$ cat src/rtl/calc_display_pkg.sv
// Shared constants for the result display path: active-low 7-segment patterns
// (bit order gfedcba) and the converter FSM state type.
package calc_display_pkg;

   localparam logic [6:0] SEG_BLANK = 7'h7F;
   localparam logic [6:0] SEG_MINUS = 7'h3F;

   localparam logic [6:0] SEG_0 = 7'h40;
   localparam logic [6:0] SEG_1 = 7'h79;
   localparam logic [6:0] SEG_2 = 7'h24;
   localparam logic [6:0] SEG_3 = 7'h30;
   localparam logic [6:0] SEG_4 = 7'h19;
   localparam logic [6:0] SEG_5 = 7'h12;
   localparam logic [6:0] SEG_6 = 7'h02;
   localparam logic [6:0] SEG_7 = 7'h78;
   localparam logic [6:0] SEG_8 = 7'h00;
   localparam logic [6:0] SEG_9 = 7'h10;

   typedef enum logic [1:0] {
      IDLE,
      CONVERT,
      UPDATE
   } state_t;

endpackage

$ cat src/rtl/decodificador_7seg.sv
// BCD digit to active-low 7-segment pattern; codes 10..15 decode to blank.
module decodificador_7seg
   import calc_display_pkg::*;
(
   input  logic [3:0] bcd,
   output logic [6:0] seg_c
);

   always_comb begin
      seg_c = SEG_BLANK;
      case (bcd)
         4'd0:    seg_c = SEG_0;
         4'd1:    seg_c = SEG_1;
         4'd2:    seg_c = SEG_2;
         4'd3:    seg_c = SEG_3;
         4'd4:    seg_c = SEG_4;
         4'd5:    seg_c = SEG_5;
         4'd6:    seg_c = SEG_6;
         4'd7:    seg_c = SEG_7;
         4'd8:    seg_c = SEG_8;
         4'd9:    seg_c = SEG_9;
         default: seg_c = SEG_BLANK;
      endcase
   end

endmodule

$ cat src/rtl/conversor_resultado_display.sv
// Converts a binary result to decimal 7-segment digits with a sequential
// double-dabble engine (one shift per clock), sign digit and zero blanking.
module conversor_resultado_display
   import calc_display_pkg::*;
#(
   parameter int unsigned WIDTH  = 8,
   parameter int unsigned DIGITS = 3
) (
   input  logic             clk,
   input  logic             reset,
   input  logic             start,
   input  logic [WIDTH-1:0] valor,
   input  logic             modo_sinal,
   output logic             busy,
   output logic             done,
   output logic [6:0]       hex0,
   output logic [6:0]       hex1,
   output logic [6:0]       hex2,
   output logic [6:0]       hex3
);

   localparam int unsigned BCD_W = 4 * DIGITS;
   localparam int unsigned SH_W  = BCD_W + WIDTH;
   localparam int unsigned CNT_W = $clog2(WIDTH + 1);

   state_t             state;
   logic [SH_W-1:0]    shreg;
   logic [CNT_W-1:0]   count;
   logic               neg;
   logic [BCD_W-1:0]   bcd_adj;
   logic [3:0]         dig_u, dig_t, dig_h;
   logic [6:0]         seg_u, seg_t, seg_h;

   assign dig_u = shreg[WIDTH     +: 4];
   assign dig_t = shreg[WIDTH + 4 +: 4];
   assign dig_h = shreg[WIDTH + 8 +: 4];

   // Add-3 correction on every BCD nibble that would overflow past 9 when doubled
   always_comb begin
      bcd_adj = '0;
      for (int i = 0; i < int'(DIGITS); i++) begin
         if (shreg[WIDTH + 4*i +: 4] >= 4'd5)
            bcd_adj[4*i +: 4] = shreg[WIDTH + 4*i +: 4] + 4'd3;
         else
            bcd_adj[4*i +: 4] = shreg[WIDTH + 4*i +: 4];
      end
   end

   decodificador_7seg u_dec_u (.bcd(dig_u), .seg_c(seg_u));
   decodificador_7seg u_dec_t (.bcd(dig_t), .seg_c(seg_t));
   decodificador_7seg u_dec_h (.bcd(dig_h), .seg_c(seg_h));

   always_ff @(posedge clk or posedge reset) begin
      if (reset) begin
         state <= IDLE;
         busy  <= 1'b0;
         done  <= 1'b0;
         hex0  <= SEG_0;
         hex1  <= SEG_BLANK;
         hex2  <= SEG_BLANK;
         hex3  <= SEG_BLANK;
         shreg <= '0;
         count <= '0;
         neg   <= 1'b0;
      end else begin
         done <= 1'b0;
         case (state)
            IDLE: begin
               if (start) begin
                  neg   <= modo_sinal & valor[WIDTH-1];
                  // Two's-complement magnitude; the most negative value maps to 2^(WIDTH-1)
                  shreg <= {BCD_W'(0), (modo_sinal & valor[WIDTH-1]) ? (~valor + WIDTH'(1)) : valor};
                  count <= '0;
                  busy  <= 1'b1;
                  state <= CONVERT;
               end
            end
            CONVERT: begin
               shreg <= {bcd_adj, shreg[WIDTH-1:0]} << 1;
               count <= count + CNT_W'(1);
               if (count == CNT_W'(WIDTH - 1))
                  state <= UPDATE;
            end
            UPDATE: begin
               hex0  <= seg_u;
               hex1  <= (dig_h == 4'd0 && dig_t == 4'd0) ? SEG_BLANK : seg_t;
               hex2  <= (dig_h == 4'd0) ? SEG_BLANK : seg_h;
               hex3  <= neg ? SEG_MINUS : SEG_BLANK;
               done  <= 1'b1;
               busy  <= 1'b0;
               state <= IDLE;
            end
            default: state <= IDLE;
         endcase
      end
   end

endmodule

$ cat config.mk
export PLATFORM = sky130hd
export DESIGN_NAME = conversor_resultado_display
export DESIGN_NICKNAME = d
export VERILOG_FILES = /design/src/rtl/calc_display_pkg.sv /design/src/rtl/decodificador_7seg.sv /design/src/rtl/conversor_resultado_display.sv
export SDC_FILE = /design/constraint.sdc
export NUM_CORES = 1
export LEC_CHECK = 0
export CORE_MARGIN = 2
export CORE_UTILIZATION = 55
export DETAILED_ROUTE_END_ITERATION = 12
export GPL_TIMING_DRIVEN = 1
export PLACE_DENSITY = 0.78
export REMOVE_ABC_BUFFERS = 1
export SYNTH_ARGS = -nofsm -noshare
export SYNTH_HDL_FRONTEND = slang
export SYNTH_SLANG_ARGS = --single-unit
$ cat constraint.sdc
create_clock -name clk -period 3.2 [get_ports clk]
set_input_delay 0.64 -clock clk [delete_from_list [all_inputs] [get_ports clk]]
set_output_delay 0.64 -clock clk [all_outputs]
set_load 0.1 [all_outputs]
==> impl_metrics.sql <==
INSERT INTO impl_metrics (metric_group, metric, value, unit) VALUES
('global_route', 'grt_usage', '19.7', '%'),
('detailed_routing', 'drt-vias-per-instance', '5.47', ''),
('run', 'cap_viol_max_count', '0', ''),
('logic_synthesis', 'postSynthRegisterBits', '51', ''),
('sta', 'slack_of_the_critical_path', '1.42', 'ns'),
('detailed_routing', 'antenna_left', '0', ''),
('cts', 'cts_buffers', '5', ''),
('sta', 'worst_slew_pin_slew', '0.914', 'ns'),
('die', 'floorplan.core_area', '5040', 'um^2'),
('cts', 'postCtsSetupBuffers', '0', ''),
('die', 'io-pin-count', '42', ''),
('detailed_routing', 'drc', '0', ''),
('cts', 'cts_num_sinks', '51', ''),
('placed_design', 'portBuffers', '35', ''),
('critical_path', 'critical_path.max_fanout', '7', ''),
('critical_path', 'crit_path_cell_trace', 'inv_1 > ha_1 > ha_1 > o21bai_1 > a22oi_1 > o21ai_0', ''),
('critical_path', 'path_common_cell', 'sky130_fd_sc_hd__ha_1', ''),
('sta', 'maxSlewHeadroom', '39.0', '%'),
('cts', 'holdBufCountCts', '0', ''),
('logic_synthesis', 'syn_inst', '301', ''),
('logic_synthesis', 'main_flop_type_after_synthesis', 'sky130_fd_sc_hd__dfrtp_1', ''),
('global_route', 'grt_pass1_vias', '2078', ''),
('die', 'floorplan.initialDensity', '56.6', '%'),
('die', 'fp.dieH', '76.0', 'um'),
('layout', 'insertedDiodeCount', '0', ''),
('layout', 'fin_nets', '359', ''),
('global_route', 'global_route.overflow_total', '0', ''),
('sta', 'fmax', '561', 'MHz'),
('detailed_routing', 'detailedRoute.firstPassIterationCount', '4', ''),
('sta', 'totalNegativeSetupSlack', '0', 'ns'),
('sta', 'hold_vio_cnt_final', '0', ''),
('layout', 'fin_cells', '401', ''),
('die', 'design.die.area', '5780', 'um^2'),
('detailed_routing', 'drt_first_iter_violations', '95', ''),
('global_route', 'grt_start_max_net_pins', '47', ''),
('placed_design', 'dp_cells', '393', ''),
('logic_synthesis', 'synth_area_per_cell', '9.48', 'um^2'),
('sta', 'finalWorstPathRequiredPeriod', '1.78', 'ns'),
('cts', 'clock_insertion_delay_worst_skew', '0.31', 'ns'),
('critical_path', 'timing.critical_path.slowest_cell_delay', '0.42', 'ns'),
('sta', 'min_period_over_period', '55.7', '%'),
('sta', 'setup_viol_count_final', '0', ''),
('cts', 'cts-htree-levels', '2', ''),
('critical_path', 'timing.critical_path.slowest_stage_cell', 'sky130_fd_sc_hd__dfrtp_1', ''),
('critical_path', 'timing.critical_path.to_type', 'flop', ''),
('sta', 'drv_slew', '0', ''),
('cts', 'buffer_type_at_the_clock_tree_root', 'sky130_fd_sc_hd__clkbuf_8', ''),
('detailed_routing', 'totalWireLength', '5230', 'um'),
('layout', 'most_used_cells_in_the_layout_excluding_fill_and_tap_cells', 'sky130_fd_sc_hd__dfrtp_1, sky130_fd_sc_hd__nand2_1, sky130_fd_sc_hd__o21ai_0, sky130_fd_sc_hd__buf_4, sky130_fd_sc_hd__nor2_1', ''),
('critical_path', 'critical_path_required', '3.37', 'ns'),
('sta', 'fin_hold_ws', '0.435', 'ns'),
('cts', 'tritoncts', 'yes', ''),
('critical_path', 'cp_num_buf_inv', '1', ''),
('global_route', 'grt_first_pass_wirelength', '9360', 'um'),
('placed_design', 'hpwlAfterDp', '3810', 'um'),
('logic_synthesis', 'synth_enable_flop_cells', '0', ''),
('die', 'chipWidth', '76.0', 'um'),
('sta', 'unrepaired_setup_endpoints_after_global_routing', 'no', ''),
('detailed_routing', 'routed_wire_length_per_instance', '13.0', 'um'),
('logic_synthesis', 'post_synth_num_cell_types', '46', ''),
('layout', 'area.growth.synth_to_final', '13.5', '%'),
('status', 'run_status', 'complete, no violations', ''),
('logic_synthesis', 'synthesis_warning_total', '0', ''),
('critical_path', 'critical_path.top_delay_family', 'adder cells', ''),
('cts', 'clk_path_buf_depth', '2', ''),
('critical_path', 'arrival', '1.96', 'ns'),
('placed_design', 'pre_cts_ws', '1.10', 'ns'),
('critical_path', 'worstSetupStartpointType', 'flop', ''),
('global_route', 'grt_antenna_before_repair', '0', ''),
('detailed_routing', 'detailroute.via_count', '2194', ''),
('sta', 'worst_clock_skew', '0.00409', 'ns'),
('critical_path', 'worstSetupPathType', 'flop to flop', ''),
('logic_synthesis', 'asyncSetResetFlopFracSynth', '100', '%'),
('logic_synthesis', 'seq_area_frac_synth', '45.4', '%'),
('layout', 'layout.cells.most_common', 'sky130_fd_sc_hd__dfrtp_1', ''),
('layout', 'post_route_cells_drive_above_1_share', '17.2', '%'),
('cts', 'cts-resized-gates', '0', ''),
('die', 'placement_rows', '26', ''),
('placed_design', 'gp_routability_congestion', '0.842', ''),
('min_path', 'min_path_type', 'flop to flop', ''),
('cts', 'clk_pin_slew_worst_paths', '0.09', 'ns'),
('logic_synthesis', 'synthesis.area', '2850', 'um^2');
-- per-layer routing --
layer / GRT usage [%] / share of wire, %
met1: 26.1 / 46
met2: 32.7 / 49
met3: 2.84 / 4.0
met4: 8.18 / 1.2
met5: 0 / 0
-- synth_stat cells, types with 3 or more instances --
library cell               instances  area (um^2)
sky130_fd_sc_hd__a21oi_1          13         65.1
sky130_fd_sc_hd__a22o_1            4         35.0
sky130_fd_sc_hd__a22oi_1           6         45.0
sky130_fd_sc_hd__a31oi_1           8         50.1
sky130_fd_sc_hd__buf_2            13         65.1
sky130_fd_sc_hd__buf_4             6         45.0
sky130_fd_sc_hd__dfrtp_1          35          876
sky130_fd_sc_hd__dfstp_2          16          420
sky130_fd_sc_hd__ha_1             17          213
sky130_fd_sc_hd__inv_1            20         75.1
sky130_fd_sc_hd__mux2i_1           6         60.1
sky130_fd_sc_hd__nand2_1          31          116
sky130_fd_sc_hd__nand2b_1          7         43.8
sky130_fd_sc_hd__nand3_1           3         15.0
sky130_fd_sc_hd__nor2_1           22         82.6
sky130_fd_sc_hd__nor2b_1           3         18.8
sky130_fd_sc_hd__nor3_1            4         20.0
sky130_fd_sc_hd__o21ai_0          28          140
sky130_fd_sc_hd__o22a_1            6         52.6
sky130_fd_sc_hd__o22ai_1           8         50.1
sky130_fd_sc_hd__o31ai_1           4         30.0
sky130_fd_sc_hd__xnor2_1          10         87.6
-- state kept, by name, summed over array words and instances, names as in the netlist --
signal	count
hex2	7
count	4
hex3	1
hex1	7
shreg	20
neg	1
done	1
hex0	7
busy	1
state	2
-- final cells by class --
cell class / count / area (um^2)
clock inverter: 1 / 5.00
clock buffer: 7 / 76.3
tap: 70 / 87.6
multi-input combinational: 213 / 1380
timing repair buffer: 39 / 320
inverter: 20 / 75.1
fill: 452 / 1800
sequential: 51 / 1300
-- kinds of logic (layout without fill, tap and decap cells) --
group           count (synthesis)  count (layout)  synth area share (%)
compound gates                 92              92                  21.4
mux                             6               6                  2.10
simple gates                   80              80                  12.9
flops                          51              51                  45.4
fa+ha+maj                      17              17                  7.45
other cells                     1               6                 0.131
xor+xnor                       12              12                  3.68
buf+inv                        42              67                  6.88
-- worst register-to-register path, cell delays in order (launching register included) --
cell	delay (ns)
sky130_fd_sc_hd__dfrtp_1	0.42
sky130_fd_sc_hd__inv_1	0.15
sky130_fd_sc_hd__ha_1	0.34
sky130_fd_sc_hd__ha_1	0.30
sky130_fd_sc_hd__o21bai_1	0.16
sky130_fd_sc_hd__a22oi_1	0.16
sky130_fd_sc_hd__o21ai_0	0.11
-- final timing paths --
check                           startpoint         to  slack, ns  depth (start not counted)
worst max-delay path             shreg[16]  shreg[19]       1.42                          6
worst min-delay path                   neg    hex3[6]       0.44                          1
worst max register to register   shreg[16]  shreg[19]       1.42                          6
worst min register to register         neg    hex3[6]       0.44                          1
max in group asynchronous            reset    hex1[0]       1.64                          3
min in group asynchronous            reset    hex0[2]       0.84                          2
-- metrics by stage --
stage | util [%] | cell area, um^2
finish | 64.3 | 3240
global route | 64.3 | 3240
CTS | 64.3 | 3240
detailed placement | 62.7 | 3160
global placement | 62.7 | 3160
floorplan | - | 2750
Power is left out: the tool's default activity adds up to more than one toggle a clock period on the data nets, which glitch-free logic cannot reach.
